### config.mk
export PLATFORM = sky130hd
export DESIGN_NAME = mem_arbiter_flat
export DESIGN_NICKNAME = d
export VERILOG_FILES = /design/src/rtl/mem_arbiter_pkg.sv /design/src/rtl/mem_arbiter_if.sv /design/src/rtl/mem_arbiter_select.sv /design/src/rtl/mem_arbiter.sv /design/src/flat_wrapper.sv
export SDC_FILE = /design/constraint.sdc
export NUM_CORES = 1
export LEC_CHECK = 0
export ABC_CLOCK_PERIOD_IN_PS = 3800
export BUFFER_PORTS_ARGS = -buffer_cell sky130_fd_sc_hd__buf_2
export CAP_MARGIN = 20
export CORE_AREA = 2 2 268 270
export CTS_BUF_LIST = sky130_fd_sc_hd__clkbuf_8
export DETAILED_ROUTE_END_ITERATION = 6
export DIE_AREA = 0 0 270 272
export PLACE_DENSITY = 0.3
export SLEW_MARGIN = 20
export SYNTH_ARGS = -nofsm -noshare
export SYNTH_HDL_FRONTEND = slang
export SYNTH_SLANG_ARGS = --single-unit
### constraint.sdc
create_clock -name clk -period 3.8 [get_ports clk]
set_input_delay 0.57 -clock clk [delete_from_list [all_inputs] [get_ports clk]]
set_output_delay 0.57 -clock clk [all_outputs]
set_load 0.02 [all_outputs]
### src/rtl/mem_arbiter_pkg.sv
// ============================================================================
// Module : mem_arbiter_pkg
// Brief  : Shared types for the LC-3b memory-port arbiter.
// Rev    : 1.0 - initial release
// ============================================================================
`default_nettype none

package mem_arbiter_pkg;

    typedef logic [15:0]  lc3b_word;
    typedef logic [127:0] lc3b_line;

    typedef enum logic [1:0] {
        arb_idle    = 2'd0,
        arb_grant_i = 2'd1,
        arb_grant_d = 2'd2
    } lc3b_arb_state;

endpackage

`default_nettype wire

### src/rtl/mem_arbiter_if.sv
// ============================================================================
// Module : mem_arbiter_if
// Brief  : Requester and physical-memory signals around the arbiter.
// Rev    : 1.0 - initial release
// ============================================================================
`default_nettype none

interface mem_arbiter_if #(
    parameter int ADDR_W = 16,
    parameter int LINE_W = 128
);
    logic              i_read;
    logic [ADDR_W-1:0] i_address;
    logic [LINE_W-1:0] i_rdata;
    logic              i_resp;

    logic              d_read;
    logic              d_write;
    logic [ADDR_W-1:0] d_address;
    logic [LINE_W-1:0] d_wdata;
    logic [LINE_W-1:0] d_rdata;
    logic              d_resp;

    logic              pmem_read;
    logic              pmem_write;
    logic [ADDR_W-1:0] pmem_address;
    logic [LINE_W-1:0] pmem_wdata;
    logic [LINE_W-1:0] pmem_rdata;
    logic              pmem_resp;

    logic              proto_err;

    modport slave (
        input  i_read, i_address, d_read, d_write, d_address, d_wdata,
               pmem_rdata, pmem_resp,
        output i_rdata, i_resp, d_rdata, d_resp,
               pmem_read, pmem_write, pmem_address, pmem_wdata, proto_err
    );

    modport master (
        output i_read, i_address, d_read, d_write, d_address, d_wdata,
               pmem_rdata, pmem_resp,
        input  i_rdata, i_resp, d_rdata, d_resp,
               pmem_read, pmem_write, pmem_address, pmem_wdata, proto_err
    );
endinterface

`default_nettype wire

### src/rtl/mem_arbiter_select.sv
// ============================================================================
// Module : arb_select
// Brief  : Data-first winner choice with bounded instruction-side starvation.
// Rev    : 1.0 - initial release
// ============================================================================
`default_nettype none

module arb_select
    import mem_arbiter_pkg::*;
#(
    parameter int MAX_D_STREAK = 4
) (
    input  wire logic          clk,
    input  wire logic          reset,
    input  wire logic          idle,
    input  wire logic          i_req,
    input  wire logic          d_req,
    output lc3b_arb_state      next_grant,
    output logic [3:0]         streak
);

    localparam logic [3:0] C_MAX = 4'(MAX_D_STREAK);

    logic [3:0] streak_q, streak_d;

    always_comb begin
        next_grant = arb_idle;
        if (i_req && d_req) begin
            next_grant = (streak_q < C_MAX) ? arb_grant_d : arb_grant_i;
        end else if (d_req) begin
            next_grant = arb_grant_d;
        end else if (i_req) begin
            next_grant = arb_grant_i;
        end
    end

    // The streak only moves on the cycle a grant is actually taken from IDLE.
    always_comb begin
        streak_d = streak_q;
        if (idle) begin
            case (next_grant)
                arb_grant_d: begin
                    if (i_req) begin
                        streak_d = (streak_q < C_MAX) ? streak_q + 4'd1 : C_MAX;
                    end else begin
                        streak_d = 4'd0;
                    end
                end
                arb_grant_i: streak_d = 4'd0;
                default:     streak_d = streak_q;
            endcase
        end
    end

    always_ff @(posedge clk or posedge reset) begin
        if (reset) begin
            streak_q <= 4'd0;
        end else begin
            streak_q <= streak_d;
        end
    end

    assign streak = streak_q;

endmodule

`default_nettype wire

### src/rtl/mem_arbiter.sv
// ============================================================================
// Module : mem_arbiter
// Brief  : Shares one physical memory port between I-side and D-side.
// Rev    : 1.0 - initial release
// ============================================================================
`default_nettype none

module mem_arbiter
    import mem_arbiter_pkg::*;
#(
    parameter int ADDR_W       = 16,
    parameter int LINE_W       = 128,
    parameter int MAX_D_STREAK = 4
) (
    input  wire logic     clk,
    input  wire logic     reset,
    mem_arbiter_if.slave  bus
);

    localparam logic [ADDR_W-1:0] C_ADDR_ZERO = '0;
    localparam logic [LINE_W-1:0] C_LINE_ZERO = '0;

    lc3b_arb_state state_q, state_d, next_grant;
    logic          proto_err_q, proto_err_d;
    logic          i_req, d_req, both_rw;
    logic [3:0]    streak_unused;

    assign i_req   = bus.i_read;
    assign d_req   = bus.d_read | bus.d_write;
    assign both_rw = bus.d_read & bus.d_write;

    // streak is exported for observation only; the winner choice already uses it.
    arb_select #(
        .MAX_D_STREAK (MAX_D_STREAK)
    ) u_sel (
        .clk        (clk),
        .reset      (reset),
        .idle       (state_q == arb_idle),
        .i_req      (i_req),
        .d_req      (d_req),
        .next_grant (next_grant),
        .streak     (streak_unused)
    );

    always_comb begin
        state_d = state_q;
        case (state_q)
            arb_idle:    state_d = next_grant;
            arb_grant_i: if (bus.pmem_resp || !i_req) state_d = arb_idle;
            arb_grant_d: if (bus.pmem_resp || !d_req) state_d = arb_idle;
            default:     state_d = arb_idle;
        endcase
        proto_err_d = proto_err_q | (both_rw & (state_q != arb_grant_i));
    end

    always_ff @(posedge clk or posedge reset) begin
        if (reset) begin
            state_q     <= arb_idle;
            proto_err_q <= 1'b0;
        end else begin
            state_q     <= state_d;
            proto_err_q <= proto_err_d;
        end
    end

    always_comb begin
        bus.pmem_read    = 1'b0;
        bus.pmem_write   = 1'b0;
        bus.pmem_address = C_ADDR_ZERO;
        bus.pmem_wdata   = C_LINE_ZERO;
        bus.i_resp       = 1'b0;
        bus.i_rdata      = C_LINE_ZERO;
        bus.d_resp       = 1'b0;
        bus.d_rdata      = C_LINE_ZERO;
        case (state_q)
            arb_grant_i: begin
                bus.pmem_read    = bus.i_read;
                bus.pmem_address = bus.i_address;
                bus.i_resp       = bus.pmem_resp;
                bus.i_rdata      = bus.pmem_rdata;
            end
            arb_grant_d: begin
                // Read wins when both strobes are raised.
                bus.pmem_read    = bus.d_read;
                bus.pmem_write   = bus.d_write & ~bus.d_read;
                bus.pmem_address = bus.d_address;
                bus.pmem_wdata   = bus.d_wdata;
                bus.d_resp       = bus.pmem_resp;
                bus.d_rdata      = bus.pmem_rdata;
            end
            default: ;
        endcase
    end

    assign bus.proto_err = proto_err_q;

endmodule

`default_nettype wire

### src/flat_wrapper.sv
// flat-port wrapper written by rule: the top's interface ports become plain ports
module mem_arbiter_flat import mem_arbiter_pkg::*;
#(
    parameter int ADDR_W       = 16,
    parameter int LINE_W       = 128,
    parameter int MAX_D_STREAK = 4
)
  (clk, reset, bus_i_read, bus_i_address, bus_d_read, bus_d_write, bus_d_address, bus_d_wdata, bus_pmem_rdata, bus_pmem_resp, bus_i_rdata, bus_i_resp, bus_d_rdata, bus_d_resp, bus_pmem_read, bus_pmem_write, bus_pmem_address, bus_pmem_wdata, bus_proto_err);
  mem_arbiter_if #(.ADDR_W(ADDR_W), .LINE_W(LINE_W)) bus_i ();
  input  wire logic clk;
  input  wire logic reset;
  input wire logic [$bits(bus_i.i_read)-1:0] bus_i_read;
  input wire logic [$bits(bus_i.i_address)-1:0] bus_i_address;
  input wire logic [$bits(bus_i.d_read)-1:0] bus_d_read;
  input wire logic [$bits(bus_i.d_write)-1:0] bus_d_write;
  input wire logic [$bits(bus_i.d_address)-1:0] bus_d_address;
  input wire logic [$bits(bus_i.d_wdata)-1:0] bus_d_wdata;
  input wire logic [$bits(bus_i.pmem_rdata)-1:0] bus_pmem_rdata;
  input wire logic [$bits(bus_i.pmem_resp)-1:0] bus_pmem_resp;
  output wire logic [$bits(bus_i.i_rdata)-1:0] bus_i_rdata;
  output wire logic [$bits(bus_i.i_resp)-1:0] bus_i_resp;
  output wire logic [$bits(bus_i.d_rdata)-1:0] bus_d_rdata;
  output wire logic [$bits(bus_i.d_resp)-1:0] bus_d_resp;
  output wire logic [$bits(bus_i.pmem_read)-1:0] bus_pmem_read;
  output wire logic [$bits(bus_i.pmem_write)-1:0] bus_pmem_write;
  output wire logic [$bits(bus_i.pmem_address)-1:0] bus_pmem_address;
  output wire logic [$bits(bus_i.pmem_wdata)-1:0] bus_pmem_wdata;
  output wire logic [$bits(bus_i.proto_err)-1:0] bus_proto_err;
  assign bus_i.i_read = bus_i_read;
  assign bus_i.i_address = bus_i_address;
  assign bus_i.d_read = bus_d_read;
  assign bus_i.d_write = bus_d_write;
  assign bus_i.d_address = bus_d_address;
  assign bus_i.d_wdata = bus_d_wdata;
  assign bus_i.pmem_rdata = bus_pmem_rdata;
  assign bus_i.pmem_resp = bus_pmem_resp;
  assign bus_i_rdata = bus_i.i_rdata;
  assign bus_i_resp = bus_i.i_resp;
  assign bus_d_rdata = bus_i.d_rdata;
  assign bus_d_resp = bus_i.d_resp;
  assign bus_pmem_read = bus_i.pmem_read;
  assign bus_pmem_write = bus_i.pmem_write;
  assign bus_pmem_address = bus_i.pmem_address;
  assign bus_pmem_wdata = bus_i.pmem_wdata;
  assign bus_proto_err = bus_i.proto_err;
  mem_arbiter #(.ADDR_W(ADDR_W), .LINE_W(LINE_W), .MAX_D_STREAK(MAX_D_STREAK)) u_core (.clk(clk), .reset(reset), .bus(bus_i));
endmodule
# Word-level counts from Yosys, hierarchy flattened
# Index checks and enable logic that the tools add are counted.
# classes
n_addsub,1
order_cmp,1
eq_ne,7
muxes,18
bitwise,6
n_reduce_logical,9
# op_table
cell,n
$mux W128,3
$pmux W16 S2,1
$mux W2,5
$mux W4,2
$pmux W4 S2,1
$ne A2 B1 Y1 const B,3
$pmux W2 S3,1
$add A4 B1 Y4 const B,1
$eq A2 B1 Y1 const B,2
$eq A2 B2 Y1 const B,2
$lt A4 B3 Y1 const B,1
$mux W1,4
$reduce_and A2 Y1,2
$and A1 B1 Y1,3
$logic_not A1 Y1,2
$logic_not A2 Y1,1
$logic_or A1 B1 Y1,2
$or A1 B1 Y1,2
$pmux W1 S2,1
$reduce_bool A2 Y1,1
$logic_and A1 B1 Y1,1
$not A1 Y1,1
# totals
regBits,7
in_bits,294
word_cells,45

# Depth between registers and ports, before layout
# Gate-level depths: netlist of run 1.
# depth
depth_word,6
mapped_depth,6
mapped_depth_nobuf,5

# Cells and area by module
# A second synthesis of run 1 with hierarchy kept.
# unflattened
cells_unflattened,505
hier_area_um2,3285.7
# by_module_without_submodules
mod,instances,cells_per_inst,area_per_inst_um2,seq_area_each_um2
mem_arbiter,1,488,3090.5,75.1
arb_select,1,17,195.2,100.1

# Worst setup path after synthesis of run 1
# Ideal clock, no wire load.
# synth_path
path_kind,register -> output
from,register u_core.state_q[0]
to,output port bus_pmem_read
arrival_time_ps,1439
required_time_ps,3230
slack_ps,1791
stages_incl_launch_ff,6
path_buffers,1
path_cell_list,dfrtp_1 -> inv_1 -> ha_1 -> clkbuf_1 -> nand2_1 -> a21boi_0
# synth_via
elab_chain_cells,2
elab_cells_between_ends,3
classes_between,2 x eq/ne; 1 x mux
# synth_lines
item,line_no,text
from (decl),mem_arbiter.sv:23,"lc3b_arb_state state_q, state_d, next_grant;"
from (signal assigned),mem_arbiter.sv:58,state_q <= arb_idle;
from (signal assigned),mem_arbiter.sv:61,state_q <= state_d;
$eq A2 B2 Y1 / $eq A2 B1 Y1 (equally long branches),mem_arbiter.sv:75,case (state_q)
$pmux W1 S2 (*),mem_arbiter.sv:75,
to (decl),flat_wrapper.sv:24,output wire logic [$bits(bus_i.pmem_read)-1:0] bus_pmem_read;
# Every way passes the cells marked *; elsewhere a longest branch is shown, timed or not.

# Worst setup path after layout of run 1
# layout_path
from,register u_core.state_q[0]
to,output port bus_pmem_address[4]
# layout_via
elab_chain_cells,2
elab_cells_between_ends,3
classes_between,2 x eq/ne; 1 x mux
# layout_lines
item,line_no,text
$eq A2 B2 Y1 / $eq A2 B1 Y1 (equally long branches),mem_arbiter.sv:75,
$pmux W16 S2 (*),mem_arbiter.sv:75,
to (decl),flat_wrapper.sv:26,output wire logic [$bits(bus_i.pmem_address)-1:0] bus_pmem_address;
# Marks and branches as above.

==> results of run 1 <==
## sequential cells by signal, summed over array words and instances (netlist names)
signal                cells
u_core.u_sel.streak       4
u_core.state_q            2
u_core.bus.proto_err      1
## report_power, final
part | switching [uW] | total (uW) | internal, uW
combinational | 2390 | 3730 | 1340
sequential | 11.7 | 102 | 90.7
clock | 30.7 | 100 | 69.7
## worst max-delay path: cells and delay by family, from the launching register on
family	cells	cell delay, ns
buffers and inverters	3	0.65
adder cells (fa/ha/maj)	1	0.46
flip-flops	1	0.41
AND/OR/NAND/NOR	1	0.22
AO/OA/AOI/OAI	1	0.15
## worst min-delay path by stage
stage | endpoint | slack [ns] | depth (start not counted)
6_report | u_core.state_q[0] | 0.29 | 2
5_1_grt | u_core.state_q[0] | 0.33 | 2
4_1_cts | u_core.state_q[0] | 0.31 | 2
3_5_place_dp | u_core.bus.proto_err | 0.46 | 1
3_3_place_gp | u_core.bus.proto_err | 0.47 | 1
2_1_floorplan | u_core.bus.proto_err | 0.37 | 1
## metrics by stage
step / worst slack (ns) / instance area (sq um) / total power, uW / utilization, % / hold WS, ns
final: 1.050 / 7919 / 3931 / 11.19 / 0.2887
after global routing: 0.8238 / 7909 / 4214 / 11.18 / 0.3283
after CTS: 0.9462 / 7906 / 4005 / 11.18 / 0.3067
after detailed placement: 1.189 / 7861 / 3894 / 11.11 / 0.4593
after global placement: 1.168 / 7861 / 3935 / 11.11 / 0.4659
after floorplan: 1.791 / 3214 / 2398 / - / 0.3734
## metal layers
layer / track usage [%] / wire, um / vias to the layer above
li1: - / - / 2861
met1: 6.987 / 9692 / 2666
met2: 13.03 / 14370 / 433
met3: 1.199 / 2387 / 46
met4: 3.289 / 1421 / 6
met5: 0 / 46 / -
## Yosys cell counts, drive strengths merged
library cell  instances  share of area [%]
ha                    4                1.6
nor2b                16                3.1
dfrtp                 7                5.4
mux2i                 1               0.31
a21boi                1               0.23
a32o                  1               0.31
nor2                  1               0.12
buf                   7                1.1
and3b                 2               0.55
mux2                  2               0.70
a22o                  1               0.27
clkbuf               40                4.7
a21oi                 2               0.31
o21bai                1               0.23
nand2                 4               0.47
inv                   3               0.35
nand3                 1               0.16
a22oi                16                3.7
and2                387                 75
o21ai                 3               0.58
or2                   1               0.27
and3                  1               0.19
## cells by family (layout without fill, tap and decap cells)
| kind of cell | count (synthesis) | after routing | synth area share [%] |
|---|---|---|---|
| buffers and inverters | 50 | 715 | 6.111 |
| AOI/OAI and AO/OA | 25 | 25 | 5.683 |
| other | 0 | 5 | 0 |
| adders and majority gates | 4 | 4 | 1.557 |
| and+or+nand+nor | 413 | 413 | 80.19 |
| muxes | 3 | 3 | 1.012 |
| DFF | 7 | 7 | 5.450 |
## area by class of cell
type,instances,area share [%]
clock inverters,1,0.04740
clock buffers,3,0.5214
diodes,5,0.1580
inverters,3,0.1422
repair buffers,708,45.69
multi-input cells,445,36.21
well taps,950,15.01
flip-flops and latches,7,2.212
==> impl_metrics.csv, run 1 <==
group,metric,value,unit
floorplan,die-area,73440,sq um
routing,drc,0,
layout,layout-drive-gt1-share,61.44,%
setup_path,cp_cell_sequence,"inv_1, ha_4, buf_12, a22oi_1, nor2b_1, buf_2",
setup_path,crit_start,"u_core.state_q[0]",
floorplan,placementRows,98,
layout,final_cell_mix,"buf_2 (698), and2_1 (387), a22oi_1 (16), nor2b_1 (16), dfrtp_1 (7)",
clock_tree,htree_levels,1,
clock_tree,cts.clk_slew.worst_paths,0.04,ns
hold_path,hp-class,"input pin to asynchronous set/reset pin",
floorplan,fp.dieW,270,um
setup_path,timing.rr.start,"u_core.state_q[0]",
routing,avgRoutedWirePerCell,13.16,um
floorplan,ios,699,
yosys,syn_avg_cell_area,6.403,sq um
timing,post-route-period-util,72.36,%
layout,area_growth,146.4,%
yosys,synth_fp_nets,800,
timing,fmax,0.3637,GHz
layout,fillers,8347,
layout,multiInputGateArea,2868,sq um
power,p_per_area,496.4,nW/um^2
layout,final_common_cell,"buf_2",
setup_path,required,3.23,ns
setup_path,reg2reg_depth,5,
setup_path,reg2reg_setup_slack,1.80,ns
setup_path,critPathArrivalTime,2.18,ns
timing,hold_violations,0,
setup_path,start_kind,"flip-flop",
routing,drt_first_pass_iters,4,
routing,drt_first_iter_violations,175,
timing,timing.final.max_slew_violations,0,
clock_tree,post_cts_resize_count,0,
layout,final_cell_count_no_fill,2122,
timing,rsz0062_at_grt,"no",
global_routing,grt_max_degree,84,
routing,drtAntennaViolNets,0,
yosys,syn_area,3214,sq um
layout,seq_area,175.2,sq um
yosys,yosys_warnings,0,
run,drv_cap,0,
placed_design,dp_hpwl,25.04,mm
timing,worstMarginPinSlew,0.4909,ns
clock_tree,cts_sinks,7,
global_routing,grt_pass1_wl,37.34,mm
clock_tree,cts_tree,"yes",
timing,slew_headroom,67.27,%
yosys,yosysUniqueCellTypes,24,
floorplan,coreArea,70750,sq um
setup_path,end_kind,"output pin",
global_routing,grt_overflow,0,
global_routing,antenna_found_initial,8,
setup_path,r2r-end,"u_core.state_q[0]",
clock_tree,clock_path_buffers,2,
placed_design,dp.cells,2113,
timing,final-setup-viol-count,0,
yosys,postSynthCellCount,502,
setup_path,crit_fanout,83,
yosys,ys_seq_area_share,5.450,%
timing,setup_tns,0,ns
setup_path,critPathCapture,"bus_pmem_address[4]",
floorplan,start_util,4.543,%
placed_design,io_buffers,698,
setup_path,slowest_delay,0.46,ns
global_routing,grt_pass1_vias,5728,
placed_design,place.gp.congestion,0.9633,
power,vdd_drop_max,201.0,uV
layout,nets,1466,
routing,drt-vias-per-instance,2.833,
run_status,status,"finished, final reports clean",
timing,fin_crit,2.750,ns
global_routing,gr-usage-all-layers,6.752,%
clock_tree,root_buffer,"clkbuf_8",
setup_path,critPathKind,"flip-flop to output pin",
routing,vias,6012,
power,p_leak,0.004670,uW
timing,clock_skew,0.002984,ns
yosys,synth_seq_cells,7,
clock_tree,clock_latency,0.22,ns
setup_path,slowest_stage,"ha_4",
clock_tree,cts-buffers-inserted,3,
routing,wirelength,27.92,mm
clock_tree,ctsHoldBuffers,0,
clock_tree,cts_setup_buffers,0,
floorplan,die_h,272,um
Power figures use the tool's default switching activity.
==> run 2: changes to the inputs <==
--- a/config.mk
+++ b/config.mk
@@ -5,13 +5,13 @@
 export SDC_FILE = /design/constraint.sdc
 export NUM_CORES = 1
 export LEC_CHECK = 0
-export ABC_CLOCK_PERIOD_IN_PS = 3800
+export ABC_CLOCK_PERIOD_IN_PS = 2400
 export BUFFER_PORTS_ARGS = -buffer_cell sky130_fd_sc_hd__buf_2
 export CAP_MARGIN = 20
-export CORE_AREA = 2 2 268 270
+export CORE_AREA = 2 2 272 274
 export CTS_BUF_LIST = sky130_fd_sc_hd__clkbuf_8
 export DETAILED_ROUTE_END_ITERATION = 6
-export DIE_AREA = 0 0 270 272
+export DIE_AREA = 0 0 274 276
 export PLACE_DENSITY = 0.3
 export SLEW_MARGIN = 20
 export SYNTH_ARGS = -nofsm -noshare
==> constraint.sdc (replaced) <==
create_clock -name clk -period 2.4 [get_ports clk]
set_input_delay 0.36 -clock clk [delete_from_list [all_inputs] [get_ports clk]]
set_output_delay 0.36 -clock clk [all_outputs]
set_load 0.02 [all_outputs]
==> run 2 against run 1 <==
Cell area is 0.49% higher. Clock power is 54% higher. Clock-buffer cell count stayed put. Critical endpoint is now bus_pmem_address[8]. First-iteration DRC count is 12% lower. Combinational power is 55% higher.
==> impl_metrics.csv, run 2 (synthesized netlist as in run 1, its figures left out) <==
group,metric,value,unit
routing,drc,0,
global_routing,grt_max_degree,144,
setup_path,slowest_delay,0.49,ns
routing,drt_first_pass_iters,4,
setup_path,reg2reg_setup_slack,0.51,ns
floorplan,ios,699,
setup_path,slowest_stage,"ha_1",
floorplan,die-area,75620,sq um
clock_tree,root_buffer,"clkbuf_8",
routing,drt_first_iter_violations,154,
setup_path,timing.rr.start,"u_core.state_q[1]",
power,vdd_drop_max,450.0,uV
layout,seq_area,175.2,sq um
timing,slew_headroom,62.49,%
timing,final-setup-viol-count,0,
timing,hold_violations,0,
placed_design,dp_hpwl,21.33,mm
setup_path,crit_fanout,11,
hold_path,hp-class,"input pin to asynchronous set/reset pin",
layout,final_common_cell,"buf_2",
power,p_leak,0.004685,uW
timing,fmax,0.4428,GHz
floorplan,fp.dieW,274,um
routing,drtAntennaViolNets,0,
global_routing,use_met2,12.38,%
placed_design,place.gp.congestion,0.8727,
layout,largest_reg_flops,4,
clock_tree,post_cts_resize_count,0,
setup_path,r2r-end,"u_core.state_q[0]",
clock_tree,cts-buffers-inserted,3,
routing,avgRoutedWirePerCell,11.45,um
setup_path,reg2reg_depth,5,
power,p_per_area,766.8,nW/um^2
global_routing,grt_pass1_vias,5761,
run,drv_cap,0,
timing,setup_tns,0,ns
global_routing,grt-busiest-layer,"met2",
floorplan,placementRows,99,
global_routing,antenna_found_initial,5,
clock_tree,htree_levels,1,
layout,layout-drive-gt1-share,61.51,%
setup_path,start_kind,"flip-flop",
floorplan,coreArea,72590,sq um
timing,fin_crit,2.258,ns
layout,utilization,10.96,%
global_routing,gr-usage-all-layers,5.651,%
global_routing,met3_usage,0.7990,%
timing,timing.final.max_slew_violations,0,
floorplan,start_util,4.428,%
clock_tree,cts_tree,"yes",
layout,multiInputGateArea,2868,sq um
global_routing,grt_pass1_wl,32.97,mm
routing,drt-vias-per-instance,2.769,
timing,clock_skew,0.0005785,ns
setup_path,critPathArrivalTime,1.90,ns
clock_tree,clock_path_buffers,2,
setup_path,critPathKind,"flip-flop to output pin",
global_routing,use_met1,4.910,%
clock_tree,clock_latency,0.22,ns
clock_tree,cts_setup_buffers,0,
timing,worstMarginPinSlew,0.5627,ns
setup_path,required,2.04,ns
timing,rsz0062_at_grt,"no",
layout,final_cell_mix,"buf_2 (698), and2_1 (387), a22oi_1 (16), nor2b_1 (16)",
power,power.total,6102,uW
clock_tree,cts_sinks,7,
layout,fillers,8494,
setup_path,end_kind,"output pin",
routing,wirelength,24.43,mm
clock_tree,ctsHoldBuffers,0,
floorplan,die_h,276,um
clock_tree,cts.clk_slew.worst_paths,0.04,ns
timing,post-route-period-util,94.10,%
setup_path,cp_cell_sequence,"inv_1, ha_1, buf_4, nor2b_1, buf_2",
placed_design,io_buffers,698,
layout,nets,1468,
run_status,status,"finished, final reports clean",
routing,vias,5907,
global_routing,grt_overflow,0,
layout,area_growth,147.6,%
## run 2: worst max-delay path by stage
stage | start | endpoint | slack (ns) | cells past startpoint
after global routing | u_core.state_q[1] | bus_pmem_address[4] | 0.007 | 6
after floorplan | u_core.state_q[0] | bus_pmem_read | 0.60 | 5
final | u_core.state_q[0] | bus_pmem_address[8] | 0.14 | 5
after CTS | u_core.state_q[0] | bus_pmem_address[8] | 0.05 | 5
after global placement | u_core.state_q[0] | bus_pmem_address[8] | 0.30 | 5
after detailed placement | u_core.state_q[0] | bus_pmem_address[8] | 0.30 | 5
## run 2: metrics by stage
step	hold WS (ns)	cells	setup WS, ns	instance area (sq um)
3_3_place_gp	0.3447	2124	0.2988	7900
5_1_grt	0.1114	2131	0.006776	7953
4_1_cts	0.1023	2128	0.04607	7945
6_report	0.09265	2133	0.1415	7958
2_1_floorplan	0.1634	502	0.6010	3214
3_5_place_dp	0.3412	2124	0.2988	7900
## run 2: final cells by class
type | count | share of cell area (%)
Inverter | 3 | 0.1415
Antenna cell | 5 | 0.1572
Multi-Input combinational cell | 445 | 36.04
Sequential cell | 7 | 2.201
Clock buffer | 3 | 0.5189
Timing Repair Buffer | 710 | 45.82
Tap cell | 959 | 15.08
Clock inverter | 1 | 0.04717
## run 2: critical path, delay by kind of cell, from the launching register on
family        cells  cell delay [ns]
flops             1             0.40
simple gates      1             0.24
fa+ha+maj         1             0.49
buf+inv           3             0.54
## run 2: where the power goes
part	switching, uW	total, uW	internal, uW	leakage (uW)
clock network	43.9	154	110	0.0000269
registers	18.9	163	144	0.0000885
logic	3690	5790	2100	0.00457
## run 2: per-layer routing
layer  vias up  part of all wire (%)
met1      2574                    31
met3        29                    10
met5         -                     0
met4         0                   3.3
met2       443                    55
li1       2861                     -
